==> src/rtl/bp_pkg.sv <==
// -----------------------------------------------------------------------------
// bp_pkg
// Shared definitions for the branch predictor update path: branch opcode,
// BTB tag width, the controller state type, the registered update-slot record,
// and the index-width helper.
// -----------------------------------------------------------------------------
package bp_pkg;

  localparam logic [6:0] OPC_BRANCH    = 7'b1100011;
  localparam int         BTB_TAG_W     = 20;
  // Widest possible word index (pc[31:2]). Each instance slices its own IDX_W
  // bits out of this field.
  localparam int         BTB_IDX_MAX_W = 30;

  // IDX_W for a BTB with the given number of entries.
  function automatic int idx_w(input int entries);
    return $clog2(entries);
  endfunction

  typedef enum logic {
    SWEEP = 1'b0,
    RUN   = 1'b1
  } btb_state_e;

  typedef struct packed {
    logic [BTB_IDX_MAX_W-1:0] idx;
    logic [BTB_TAG_W-1:0]     tag;
    logic [31:0]              target;
    logic                     valid;
    logic                     pend;
  } btb_upd_t;

endpackage

==> src/rtl/btb_sweeper.sv <==
// -----------------------------------------------------------------------------
// btb_sweeper
// Index generator for the BTB invalidate sweep. The sweep starts at index 0
// after reset or a start pulse. It steps one entry per cycle. On the last
// entry it wraps to 0 and parks in a done state.
//
// Ports
//   clk_i  : clock
//   rst_i  : synchronous active-high reset (restarts the sweep at 0)
//   start  : restart the sweep at index 0 on the next cycle
//   idx    : entry being cleared this cycle
//   last   : this cycle clears the final entry
// -----------------------------------------------------------------------------
module btb_sweeper #(
  parameter int ENTRIES = 1024,
  parameter int IDX_W   = $clog2(ENTRIES)
) (
  input  logic             clk_i,
  input  logic             rst_i,
  input  logic             start,
  output logic [IDX_W-1:0] idx,
  output logic             last
);

  logic [IDX_W-1:0] idx_q;
  logic             done_q;

  assign idx  = idx_q;
  assign last = !done_q && (idx_q == IDX_W'(ENTRIES - 1));

  always_ff @(posedge clk_i) begin
    if (rst_i || start) begin
      idx_q  <= '0;
      done_q <= 1'b0;
    end else if (!done_q) begin
      if (last) begin
        idx_q  <= '0;
        done_q <= 1'b1;
      end else begin
        idx_q  <= idx_q + IDX_W'(1);
      end
    end
  end

endmodule

==> src/rtl/btb_update_ctrl.sv <==
// -----------------------------------------------------------------------------
// btb_update_ctrl
// BTB write-port and branch-redirect controller. The block checks each branch
// resolved in EX against its IF prediction. On a mispredict it raises a
// combinational flush with the redirect pc. It also schedules the corrective
// BTB write through a one-entry update register, so the write lands one cycle
// later. After reset, and on inv_all_i, an invalidate sweep takes over the
// write port and keeps IF from using BTB hits until every entry is cleared.
//
// Build option: define BP_STATS_EN to enable the branch/mispredict counters.
// Without it, br_cnt_o and mispred_cnt_o read 0.
//
// Ports
//   clk_i, rst_i           : clock, synchronous active-high reset
//   predictor_en           : predictor enable (gates flush, updates, lookups)
//   inv_all_i              : pulse requesting a full BTB invalidate
//   valid_EX, instr_EX,    : EX-stage instruction, pc, resolved direction,
//   pc_EX, taken_EX,         resolved target
//   aludata_EX
//   pred_hit_EX,           : IF-stage prediction carried down to EX
//   pred_target_EX
//   flush_br, npc          : redirect (combinational from EX)
//   lookup_en_o, busy_o    : IF may use BTB hits / sweep in progress
//   btb_we_o, btb_idx_o,   : BTB write port
//   btb_tag_o, btb_target_o,
//   btb_valid_o
//   br_cnt_o,              : statistics counters
//   mispred_cnt_o
// -----------------------------------------------------------------------------
module btb_update_ctrl
  import bp_pkg::*;
#(
  parameter  int BTB_ENTRIES = 1024,
  localparam int IDX_W       = bp_pkg::idx_w(BTB_ENTRIES)
) (
  input  logic                 clk_i,
  input  logic                 rst_i,
  input  logic                 predictor_en,
  input  logic                 inv_all_i,
  input  logic                 valid_EX,
  input  logic [31:0]          instr_EX,
  input  logic [31:0]          pc_EX,
  input  logic                 taken_EX,
  input  logic [31:0]          aludata_EX,
  input  logic                 pred_hit_EX,
  input  logic [31:0]          pred_target_EX,
  output logic                 flush_br,
  output logic [31:0]          npc,
  output logic                 lookup_en_o,
  output logic                 busy_o,
  output logic                 btb_we_o,
  output logic [IDX_W-1:0]     btb_idx_o,
  output logic [BTB_TAG_W-1:0] btb_tag_o,
  output logic [31:0]          btb_target_o,
  output logic                 btb_valid_o,
  output logic [31:0]          br_cnt_o,
  output logic [31:0]          mispred_cnt_o
);

  btb_state_e       state_q, state_d;
  logic             sweep_start;
  logic             sweep_last;
  logic [IDX_W-1:0] sweep_idx;
  logic             br;
  logic             mis_taken;
  logic             mis_not_taken;
  btb_upd_t         upd_p0;
  btb_upd_t         upd_p1;
  logic             unused_bits;

  // ---- p0: EX-stage resolve against the IF prediction ----------------------
  assign br            = valid_EX & predictor_en & (instr_EX[6:0] == OPC_BRANCH);
  assign mis_taken     = br & taken_EX & (!pred_hit_EX | (pred_target_EX != aludata_EX));
  assign mis_not_taken = br & !taken_EX & pred_hit_EX;

  assign flush_br = mis_taken | mis_not_taken;
  assign npc      = mis_taken ? aludata_EX : (pc_EX + 32'd4);

  // A not-taken mispredict writes valid=0, so the entry no longer redirects IF.
  // The same record also carries the target and tag. They are ignored when
  // valid is 0.
  always_comb begin
    upd_p0        = '0;
    upd_p0.idx    = pc_EX[31:2];
    upd_p0.tag    = pc_EX[31:12];
    upd_p0.target = aludata_EX;
    upd_p0.valid  = mis_taken;
    upd_p0.pend   = flush_br & (state_q == RUN) & !inv_all_i;
  end

  // ---- p1: registered update slot, overwritten every cycle -----------------
  always_ff @(posedge clk_i) begin
    upd_p1 <= upd_p0;
    if (rst_i) begin
      upd_p1.pend <= 1'b0;
    end
  end

  // ---- sweep control --------------------------------------------------------
  btb_sweeper #(
    .ENTRIES (BTB_ENTRIES),
    .IDX_W   (IDX_W)
  ) u_sweeper (
    .clk_i (clk_i),
    .rst_i (rst_i),
    .start (sweep_start),
    .idx   (sweep_idx),
    .last  (sweep_last)
  );

  always_ff @(posedge clk_i) begin
    if (rst_i) begin
      state_q <= SWEEP;
    end else begin
      state_q <= state_d;
    end
  end

  // inv_all_i restarts the sweep from either state. In SWEEP, it takes
  // priority over finishing on the last entry.
  always_comb begin
    state_d     = state_q;
    sweep_start = 1'b0;
    case (state_q)
      SWEEP: begin
        if (inv_all_i) begin
          sweep_start = 1'b1;
        end else if (sweep_last) begin
          state_d = RUN;
        end
      end
      RUN: begin
        if (inv_all_i) begin
          state_d     = SWEEP;
          sweep_start = 1'b1;
        end
      end
      default: state_d = SWEEP;
    endcase
  end

  // ---- BTB write port -------------------------------------------------------
  // The sweep owns the port. An update can never be pending in SWEEP, because
  // capture is blocked there. The write strobe is held off while reset is
  // asserted, so the first sweep write lands in the first cycle after reset.
  assign btb_we_o     = !rst_i & ((state_q == SWEEP) | upd_p1.pend);
  assign btb_idx_o    = (state_q == SWEEP) ? sweep_idx : upd_p1.idx[IDX_W-1:0];
  assign btb_tag_o    = (state_q == SWEEP) ? '0 : upd_p1.tag;
  assign btb_target_o = (state_q == SWEEP) ? '0 : upd_p1.target;
  assign btb_valid_o  = (state_q == SWEEP) ? 1'b0 : upd_p1.valid;

  assign lookup_en_o  = predictor_en & (state_q == RUN);
  assign busy_o       = (state_q == SWEEP);

  // Index bits above this BTB's size, and the non-opcode instruction bits, are
  // intentionally unused.
  assign unused_bits  = ^{instr_EX[31:7], upd_p1.idx[BTB_IDX_MAX_W-1:IDX_W]};

  // ---- statistics -----------------------------------------------------------
`ifdef BP_STATS_EN
  logic [31:0] br_cnt_q;
  logic [31:0] mispred_cnt_q;

  always_ff @(posedge clk_i) begin
    if (rst_i) begin
      br_cnt_q      <= '0;
      mispred_cnt_q <= '0;
    end else begin
      if (br) begin
        br_cnt_q <= br_cnt_q + 32'd1;
      end
      if (flush_br) begin
        mispred_cnt_q <= mispred_cnt_q + 32'd1;
      end
    end
  end

  assign br_cnt_o      = br_cnt_q;
  assign mispred_cnt_o = mispred_cnt_q;
`else
  assign br_cnt_o      = '0;
  assign mispred_cnt_o = '0;
`endif

endmodule
==> config.mk <==
export PLATFORM = sky130hd
export DESIGN_NAME = btb_update_ctrl
export DESIGN_NICKNAME = d
export VERILOG_FILES = /design/src/rtl/bp_pkg.sv /design/src/rtl/btb_sweeper.sv /design/src/rtl/btb_update_ctrl.sv
export SDC_FILE = /design/constraint.sdc
export NUM_CORES = 1
export LEC_CHECK = 0
export ABC_AREA = 1
export BUFFER_PORTS_ARGS = -buffer_cell sky130_fd_sc_hd__clkbuf_2
export CAP_MARGIN = 0
export CORE_MARGIN = 2
export CORE_UTILIZATION = 32
export DETAILED_ROUTE_END_ITERATION = 12
export PLACE_DENSITY_LB_ADDON = 0.15
export SLEW_MARGIN = 20
export SYNTH_ARGS = -nofsm -noshare
export SYNTH_HDL_FRONTEND = slang
export SYNTH_SLANG_ARGS = --single-unit
==> constraint.sdc <==
create_clock -name clk_i -period 1.9 [get_ports clk_i]
set_clock_uncertainty 0.15 [all_clocks]
set_input_delay 0.285 -clock clk_i [delete_from_list [all_inputs] [get_ports clk_i]]
set_output_delay 0.285 -clock clk_i [all_outputs]
set_load 0.005 [all_outputs]
==> out/results.ini, run 1 <==
[run_status]
status=finished, violations left
violations=negative setup slack

[floorplan]
row_count=44
ios=298
die_x_um=124
start_util=0.323
core_um2=14400
dieArea_um2=15500
die_y_um=124

[pwr]
power.density_nw_per_um2=555
p_seq_frac=0.415
ir_worst_vdd_uv=429
swShare=0.249
p_leak_nw=4.28
power.total_mw=4.06
clkPwrFrac=0.414
p_sw_mw=1.01
p_comb_frac=0.171
power.internal_mw=3.05

[finish]
seqCellArea_um2=1520
multi_input_area_um2=2580
syn_to_final_growth_pct=57.5
n_fill_cell=1532
final_nets=1179
design_area_um2=7310
layout.cells.non_filler=1228
diodes=0
drive_gt1_frac=0.382

[clock_tree]
clockBufferDepth=2
tritoncts=yes
htreeDepth=3
worstSkewPairLatency_ns=0.34
clkSinkCount=76
cts_made_buffers=9
cts_root_buf=clkbuf_16
clk_pin_slew_ns=0.06

[critical_path]
arrival_ns=1.79
critPathRequiredTime_ns=1.46
cp_max_fo=5
cp-end-kind=output port
worstSetupStartpointType=input pin
crit_type=input pin to output port

[timing]
hold_viol_final=0
setup_viol=33
min_period_ns=2.22
hold_slack_ns=0.0172
rsz0062_at_grt=true
setup_slack_ns=-0.321
slew_viol_final=0
fin_crit_sh=1.17
max_freq_mhz=450

[drt]
drc_errors=0
viasPerCell=4.10
drtIter0Drc=159
drt_wl_total_um=14700
first_pass_iters=4
final_antenna_net_count=0
via_count=5040
wl_per_cell_um=12.0

[placed_design]
pre_cts_ws_ns=-0.543
gp_congestion=0.838
dp_cells=1179
place_area_um2=6340
portBuffers=208
hpwl_um=11500

[logic_synthesis]
async_flop_share=0
avgSynthCellArea_um2=6.52
syn_inst=712
synth-seq-area-share=0.328
ys_top_cells_by_area=dfxtp_1 33%, nand2_1 19%, buf_4 10%
synth_edf_count=0
synth_top_cell_area_share=0.328
yosys_warnings=0
synth_area_leader_cell=dfxtp_1
synth_seq_cells=76
ys_types=35
synth_flop_cell=dfxtp_1
netlist_area_um2=4640
yosysMostFrequentCell=nand2_1
synth_common_cells=235 x nand2_1, 113 x inv_1, 76 x dfxtp_1

[hold_path]
min_path_type=input pin to flip-flop

[global_route]
grt_pass1_vias=4734
antenna_found_initial=0
grt_pass1_wl_um=23100
grt_max_degree=40
overflow=0
grt_use_total=0.187

[flow_run]
drv_cap=0

registers in the layout (all words and copies together), names as in the netlist:
name,cells
state_q,1
u_sweeper.idx,10
u_sweeper.done_q,1
upd_p1,64
stage by stage:
step,TNS [ns],util
2_1_floorplan,0,-
3_3_place_gp,-18.63,0.441
3_5_place_dp,-17.54,0.441
4_1_cts,-9.77,0.495
5_1_grt,-13.12,0.509
6_report,-8.60,0.509
kinds of logic (layout without fill, tap and decap cells):
group,count (synthesis),count (layout),synth area share
other,1,64,0.000808
flip-flops,76,76,0.328
XOR/XNOR,39,39,0.0736
AO/OA/AOI/OAI,30,30,0.0353
buffers and inverters,201,470,0.221
adder cells (fa/ha/maj),2,2,0.00539
AND/OR/NAND/NOR,363,363,0.336
area by class of cell:
type | count | share of cell area
multi-input combinational | 498 | 0.353
sequential | 76 | 0.208
inverter | 120 | 0.0616
tap | 184 | 0.0315
clock inverter | 3 | 0.00547
clock buffer | 10 | 0.0327
timing repair buffer | 337 | 0.307
worst max-delay path, stage by stage:
cell       delay [ns]
buf_8            0.10
buf_12           0.11
nand2_4          0.05
nand2_2          0.04
inv_2            0.04
nand2_2          0.04
nor2_2           0.12
nand2_2          0.07
nor2_4           0.19
nand3_4          0.13
nand2_8          0.10
buf_12           0.13
clkbuf_16        0.15
nand2_4          0.04
nand2_2          0.07
clkbuf_2         0.11
power by group through the flow:
stage	registers, mW	logic [mW]	clock network, mW
3_5_place_dp	1.72	0.593	0
5_1_grt	1.69	0.772	1.81
4_1_cts	1.68	0.662	1.75
3_3_place_gp	1.72	0.593	0
2_1_floorplan	1.72	0.316	0
6_report	1.68	0.694	1.68
final timing paths:
kind / cells past startpoint / slack, ns / startpoint / end
hold reg to reg: 1 / 0.31 / u_sweeper.idx[9] / u_sweeper.idx[9]
setup / recovery: 16 / -0.32 / pred_target_EX[21] / npc[18]
hold / removal: 2 / 0.02 / aludata_EX[22] / upd_p1[24]
setup reg to reg: 9 / 0.21 / u_sweeper.idx[1] / u_sweeper.idx[9]
layer usage:
layer  vias to the layer above  GRT usage  wire length, um  part of all wire
met2                       153      0.321             7020              0.48
li1                       2674          -                -                 -
met3                        23     0.0503              867             0.059
met1                      2190      0.225             6350              0.43
met5                         -          0                0                 0
met4                         0     0.0648              442             0.030
placed cells by master, fill, tap and decap left out, types with 4 or more instances in the layout:
cell,instances
nand2_1,194
clkbuf_2,194
inv_1,111
buf_4,88
dfxtp_1,75
conb_1,64
nand3_1,45
nor2_1,44
dlygate4sd3_1,29
nand2_2,28
xnor2_1,19
xor2_1,18
nand2_4,15
o21ai_0,13
clkbuf_16,10
buf_2,10
inv_2,9
nand4_1,7
nor3_1,6
a21oi_1,6
buf_12,6
o21ai_1,5
nor2_2,5
nor2_4,5
buf_6,5
nand3_2,4
what timing repair did:
action / CTS / global route
pin swaps: 4 / 21
cloned: 1 / 1
gates resized for setup: 33 / 67
buffers inserted: 6 / 3
endpoints found under the hold margin: 29 / 0
endpoints found under the setup margin: 33 / 33
hold buffers: 29 / 0
Note: power is estimated with default switching activity, not from simulation.
==> run 2: changes to the inputs <==
--- a/config.mk
+++ b/config.mk
@@ -11,7 +11,6 @@
 export CORE_MARGIN = 2
 export CORE_UTILIZATION = 32
 export DETAILED_ROUTE_END_ITERATION = 12
-export PLACE_DENSITY_LB_ADDON = 0.15
 export SLEW_MARGIN = 20
 export SYNTH_ARGS = -nofsm -noshare
 export SYNTH_HDL_FRONTEND = slang
==> run 2 against run 1 <==
Effect of this change:
- sequential power about the same
- largest power group is now the clock network
- critical path depth did not move
- power up 1.8%
- the run still ends with negative setup slack left
- final cell count is essentially flat
- worst hold slack better by 0.0013 ns
- via count grew 1.8%
- critical path type unchanged
- wire length up 2.6%
- highest routed layer unchanged
==> out/results.ini, run 2 (synthesized netlist as in run 1, its figures left out) <==
[finish]
final_cell_mix=208 x nand2_1, 185 x clkbuf_2, 109 x inv_1
final_nets=1177  ; -0.17%
diodes=0  ; unchanged
largest_reg_flops=64  ; unchanged
seqCellArea_um2=1520  ; unchanged
n_fill_cell=1486  ; -3.0%
regMostFlops=upd_p1
design_area_um2=7340  ; +0.38%
drive_gt1_frac=0.374  ; -0.00802
final_common_cell=nand2_1
syn_to_final_growth_pct=58.1
multi_input_area_um2=2570  ; -0.68%

[global_route]
grt_max_degree=34  ; -15%
grt_busiest_layer=met2
met2_usage=0.320  ; -0.000321
grt_pass1_wl_um=23300  ; +0.99%
antenna_found_initial=0  ; unchanged
grt_use_total=0.188  ; +0.00154
met3_usage=0.0580  ; +0.00773
overflow=0  ; unchanged
globalRouteMet1Util=0.227  ; +0.00163
grt_pass1_vias=4769  ; +0.74%

[pwr]
p_seq_frac=0.408  ; -0.007
clkPwrFrac=0.423  ; +0.009
power.total_mw=4.13  ; +1.8%
ir_worst_vdd_uv=491  ; +15%
p_comb_frac=0.170  ; about the same
swShare=0.247  ; -0.00163
power.internal_mw=3.11  ; +2.0%
power.density_nw_per_um2=563  ; +1.4%
p_sw_mw=1.02  ; +1.2%
p_leak_nw=4.30  ; +0.42%

[floorplan]
die_x_um=124  ; unchanged
core_um2=14400  ; unchanged
dieArea_um2=15500  ; unchanged
ios=298  ; unchanged
start_util=0.323  ; unchanged
row_count=44  ; unchanged
die_y_um=124  ; unchanged

[critical_path]
crit_type=input pin to output port
r2r-end=u_sweeper.idx[9]
r2r_cells=9  ; unchanged
crit_start=aludata_EX[13]
cp_max_fo=6  ; +1
critical_path.endpoint=npc[14]
critPathRequiredTime_ns=1.46  ; about the same
r2r_slack_ns=0.20  ; about the same
worst_path_largest_cell_delay_ns=0.18  ; about the same
cp-end-kind=output port
arrival_ns=1.74  ; -0.05 ns
crit_path_top_delay_cell=clkbuf_16
worstPathCellList=buf_8, inv_2, nand2_2, nand2_2, inv_2, nand2_2, nor2_2, nand2_1, nor2_1, buf_4, nand3_4, nand2_8, clkbuf_16, nand2_4, nand2_2, clkbuf_2
worstSetupStartpointType=input pin
reg2reg_from=u_sweeper.idx[1]
critPathMostFrequentCell=nand2_2

[placed_design]
place_area_um2=6250  ; -1.4%
hpwl_um=11500  ; about the same
pre_cts_ws_ns=-0.446  ; +0.0974 ns
gp_congestion=0.871  ; +4.0%
portBuffers=208  ; unchanged

[clock_tree]
clockBufferDepth=2  ; unchanged
htreeDepth=3  ; unchanged
clk_pin_slew_ns=0.05  ; about the same
cts_root_buf=clkbuf_16
clkSinkCount=76  ; unchanged
tritoncts=yes
cts_made_buffers=9  ; unchanged
worstSkewPairLatency_ns=0.34  ; about the same

[drt]
drc_errors=0  ; unchanged
first_pass_iters=4  ; unchanged
wl_per_cell_um=12.3  ; +2.5%
final_antenna_net_count=0  ; unchanged
viasPerCell=4.18  ; +1.7%
drt_wl_total_um=15100  ; +2.6%
via_count=5132  ; +1.8%
drtIter0Drc=222  ; +40%

[hold_path]
min_path_type=input pin to flip-flop
min_path_cells=2  ; unchanged

[timing]
min_period_ns=2.17  ; -0.0502 ns
hold_viol_final=0  ; unchanged
fin_crit_sh=1.14  ; -0.0264
max_freq_mhz=461  ; +2.3%
setup_slack_ns=-0.271  ; +0.0502 ns
setup_tns_ns=-7.78  ; +0.816 ns
slew_viol_final=0  ; unchanged
setup_viol=33  ; unchanged
rsz0062_at_grt=true

[run_status]
status=finished, violations left
violations=negative setup slack

[flow_run]
drv_cap=0  ; unchanged

[run 2: cell types whose count changed in the layout (fill, tap and decap cells not counted), moves of 2 or more]
cell      change
inv_1         -2
nor3_2        +2
nor3_1        -2
clkbuf_2      -9
nand2_2      -11
inv_2         +2
buf_6         +8
buf_12        -2
nand2_1      +14
nand2_4       -3
[run 2: layout make-up]
type / count / share of cell area
inverters: 120 / 0.0614
repair buffers: 335 / 0.309
multi-input cells: 498 / 0.350
well taps: 184 / 0.0314
clock buffers: 12 / 0.0349
flip-flops and latches: 76 / 0.207
clock inverters: 4 / 0.00648
[run 2: metrics by stage]
stage	cells	hold WS, ns	utilization
2_1_floorplan	775	0.163	-
5_1_grt	1229	0.00960	0.511
3_3_place_gp	1172	0.264	0.435
3_5_place_dp	1172	0.267	0.435
4_1_cts	1220	0.00293	0.484
6_report	1229	0.0185	0.511
[run 2: how the worst min path moves through the flow]
stage | from | to
after global routing | aludata_EX[11] | upd_p1[13]
after global placement | pc_EX[31] | upd_p1[53]
after floorplan | aludata_EX[8] | upd_p1[10]
final | aludata_EX[11] | upd_p1[13]
after CTS | aludata_EX[21] | upd_p1[23]
after detailed placement | pc_EX[31] | upd_p1[53]
[run 2: metal layers]
metal,wire [um],part of all wire
met2,7400,0.49
met1,6400,0.42
met3,995,0.066
met4,264,0.018
met5,0,0
[run 2: worst max-delay path, delay by kind of cell]
| family | cells | cell delay [ns] |
|---|---|---|
| buffers and inverters | 6 | 0.56 |
| and+or+nand+nor | 10 | 0.89 |
[run 2: repair_timing]
item                                   in CTS  in global routing
pin swaps                                   3                 29
endpoints found under the hold margin      26                  3
setup endpoints to repair                  33                 67
hold buffers                               26                  3
resized for setup                          21                 89
cloned                                      1                  2
buffers inserted                            5                  4
[run 2: power groups by stage]
stage	sequential (mW)	clock, mW	combinational [mW]
3_5_place_dp	1.72	0	0.588
5_1_grt	1.69	1.86	0.780
2_1_floorplan	1.72	0	0.316
4_1_cts	1.68	1.79	0.643
6_report	1.68	1.75	0.701
3_3_place_gp	1.72	0	0.585
==> run 3: changes to the inputs <==
--- a/config.mk
+++ b/config.mk
@@ -11,6 +11,7 @@
 export CORE_MARGIN = 2
 export CORE_UTILIZATION = 32
 export DETAILED_ROUTE_END_ITERATION = 12
+export GPL_TIMING_DRIVEN = 0
 export SLEW_MARGIN = 20
 export SYNTH_ARGS = -nofsm -noshare
 export SYNTH_HDL_FRONTEND = slang
==> run 3 against run 2 <==
Effect of this change:
- the run still ends with negative setup slack left
- sequential power about the same
- final cell count increased by 2.8%
- via count increased by 1.4%
- non-clock buffer count increased by 33
- clock power increased by 2%
- global-route usage increased by 0.17 points
- die area unchanged
- utilization increased by 3.9 points
- sequential share of layout area decreased by 1.4 points
- register-to-register slack about the same
==> out/results.ini, run 3 (synthesized netlist as in run 1, its figures left out) <==
[run_status]
status=finished, violations left
violations=negative setup slack

[clock_tree]
clk_pin_slew_ns=0.05  ; about the same
clkSinkCount=76  ; unchanged
worstSkewPairLatency_ns=0.34  ; about the same
cts_root_buf=clkbuf_16
tritoncts=yes
htreeDepth=3  ; unchanged
clockBufferDepth=2  ; unchanged
cts_made_buffers=9  ; unchanged

[critical_path]
reg2reg_from=u_sweeper.idx[1]
worstSetupStartpointType=input pin
crit_type=input pin to output port
r2r_slack_ns=0.20  ; about the same
cp-end-kind=output port
r2r_cells=9  ; unchanged
arrival_ns=1.67  ; -0.07 ns
critPathRequiredTime_ns=1.46  ; about the same
r2r-end=u_sweeper.idx[9]
cp_max_fo=5  ; -1

[hold_path]
min_path_cells=1  ; -1
hold_end=upd_p1[57]
hp-start=pc_EX[5]
min_path_type=input pin to flip-flop

[pwr]
p_sw_mw=1.03  ; +1.2%
swShare=0.241  ; -0.00658
p_seq_frac=0.392  ; -0.016
power.total_mw=4.30  ; +3.9%
p_comb_frac=0.190  ; +0.020
clkPwrFrac=0.418  ; -0.005
power.internal_mw=3.26  ; +4.8%
power.density_nw_per_um2=544  ; -3.4%
ir_worst_vdd_uv=599  ; +22%
p_leak_nw=4.51  ; +4.9%

[finish]
drive_gt1_frac=0.421  ; +0.0466
diodes=0  ; unchanged
regMostFlops=upd_p1
final_cell_mix=181 x nand2_1, 163 x clkbuf_2, 96 x inv_1
n_fill_cell=1439  ; -3.2%
design_area_um2=7900  ; +7.6%
final_nets=1211  ; +2.9%
syn_to_final_growth_pct=70.2
final_common_cell=nand2_1
largest_reg_flops=64  ; unchanged

[placed_design]
portBuffers=208  ; unchanged
place_area_um2=6150  ; -1.6%
hpwl_um=11500  ; +0.42%
gp_congestion=0.824  ; -5.4%

[drt]
drtIter0Drc=176  ; -21%
drt_wl_total_um=15300  ; +1.8%
viasPerCell=4.12  ; -1.3%
wl_per_cell_um=12.1  ; -0.91%
final_antenna_net_count=0  ; unchanged
via_count=5204  ; +1.4%
first_pass_iters=5  ; +1
drc_errors=0  ; unchanged

[timing]
rsz0062_at_grt=true
setup_slack_ns=-0.202  ; +0.0685 ns
setup_tns_ns=-5.06  ; +2.72 ns
tightest_slew_ns=0.528
min_period_ns=2.10  ; -0.0685 ns
fin_crit_sh=1.11  ; -0.0360
slew_viol_final=0  ; unchanged
relSlewSlack=0.647
hold_viol_final=0  ; unchanged
setup_viol=33  ; unchanged
max_freq_mhz=476  ; +3.3%

[floorplan]
die_x_um=124  ; unchanged
start_util=0.323  ; unchanged
ios=298  ; unchanged
core_um2=14400  ; unchanged
row_count=44  ; unchanged
dieArea_um2=15500  ; unchanged
die_y_um=124  ; unchanged

[flow_run]
drv_cap=0  ; unchanged

[global_route]
antenna_found_initial=0  ; unchanged
grt_use_total=0.190  ; +0.00172
grt_pass1_wl_um=23600  ; +1.5%
grt_pass1_vias=4834  ; +1.4%
overflow=0  ; unchanged
grt_max_degree=13  ; -62%

run 3: changes by cell type in the layout (fill, tap and decap cells not counted), sizes merged:
| cell | previous run | this run |
|---|---|---|
| dlygate4sd3 | 29 | 60 |
| buf | 119 | 141 |
| clkbuf | 199 | 180 |
| clkinv | 2 | 1 |
| nand2 | 238 | 239 |
run 3: area by class of cell:
class                      count  area, um^2  share of cell area
multi-input combinational    499        2730               0.346
timing repair buffer         288        2020               0.256
sequential                    76        1530               0.193
buffer                        80         611              0.0773
inverter                     120         458              0.0580
clock buffer                  13         280              0.0355
tap                          184         230              0.0291
clock inverter                 3        42.5             0.00539
run 3: power groups by stage:
stage | Combinational, mW | Sequential [mW] | Clock (mW)
finish | 0.818 | 1.68 | 1.79
CTS | 0.719 | 1.68 | 1.84
detailed placement | 0.584 | 1.72 | 0
global placement | 0.582 | 1.72 | 0
global route | 0.898 | 1.69 | 1.92
floorplan | 0.316 | 1.72 | 0
run 3: what timing repair did:
action | CTS | global route
gates cloned | 2 | 2
hold buffers | 57 | 3
endpoints found under the hold margin | 57 | 3
resized for setup | 67 | 182
setup endpoints to repair | 99 | 67
setup buffers | 11 | 6
pin swaps | 17 | 58
run 3: worst max path at each step:
stage                         startpoint       to  slack [ns]
after floorplan                 pc_EX[2]  npc[18]        0.23
after global placement    aludata_EX[21]  npc[14]       -0.61
after detailed placement  aludata_EX[21]  npc[13]       -0.58
after CTS                 aludata_EX[21]  npc[16]       -0.24
after global routing            pc_EX[5]  npc[18]       -0.28
final                           pc_EX[5]  npc[18]       -0.20
run 3: worst max-delay path, stage by stage:
cell and delay (ns):
buf_2 0.17, nand2_1 0.15, nor3b_4 0.30, nand3_2 0.17
nor2_2 0.17, xor2_2 0.20, nand2_4 0.06, nand2_1 0.05
buf_2 0.11
run 3: through the flow:
step | instances | hold WS [ns] | setup WS [ns] | util
floorplan | 775 | 0.163 | 0.235 | -
global placement | 1167 | 0.267 | -0.609 | 0.428
detailed placement | 1167 | 0.268 | -0.582 | 0.428
CTS | 1252 | 0.00143 | -0.243 | 0.513
global route | 1263 | 0.00498 | -0.277 | 0.550
finish | 1263 | 0.0213 | -0.202 | 0.550
run 3: metal layers:
metal,global-route usage,wire [um]
met4,0.0720,414
met1,0.219,6290
met5,0,0
met2,0.329,7470
met3,0.0597,1170
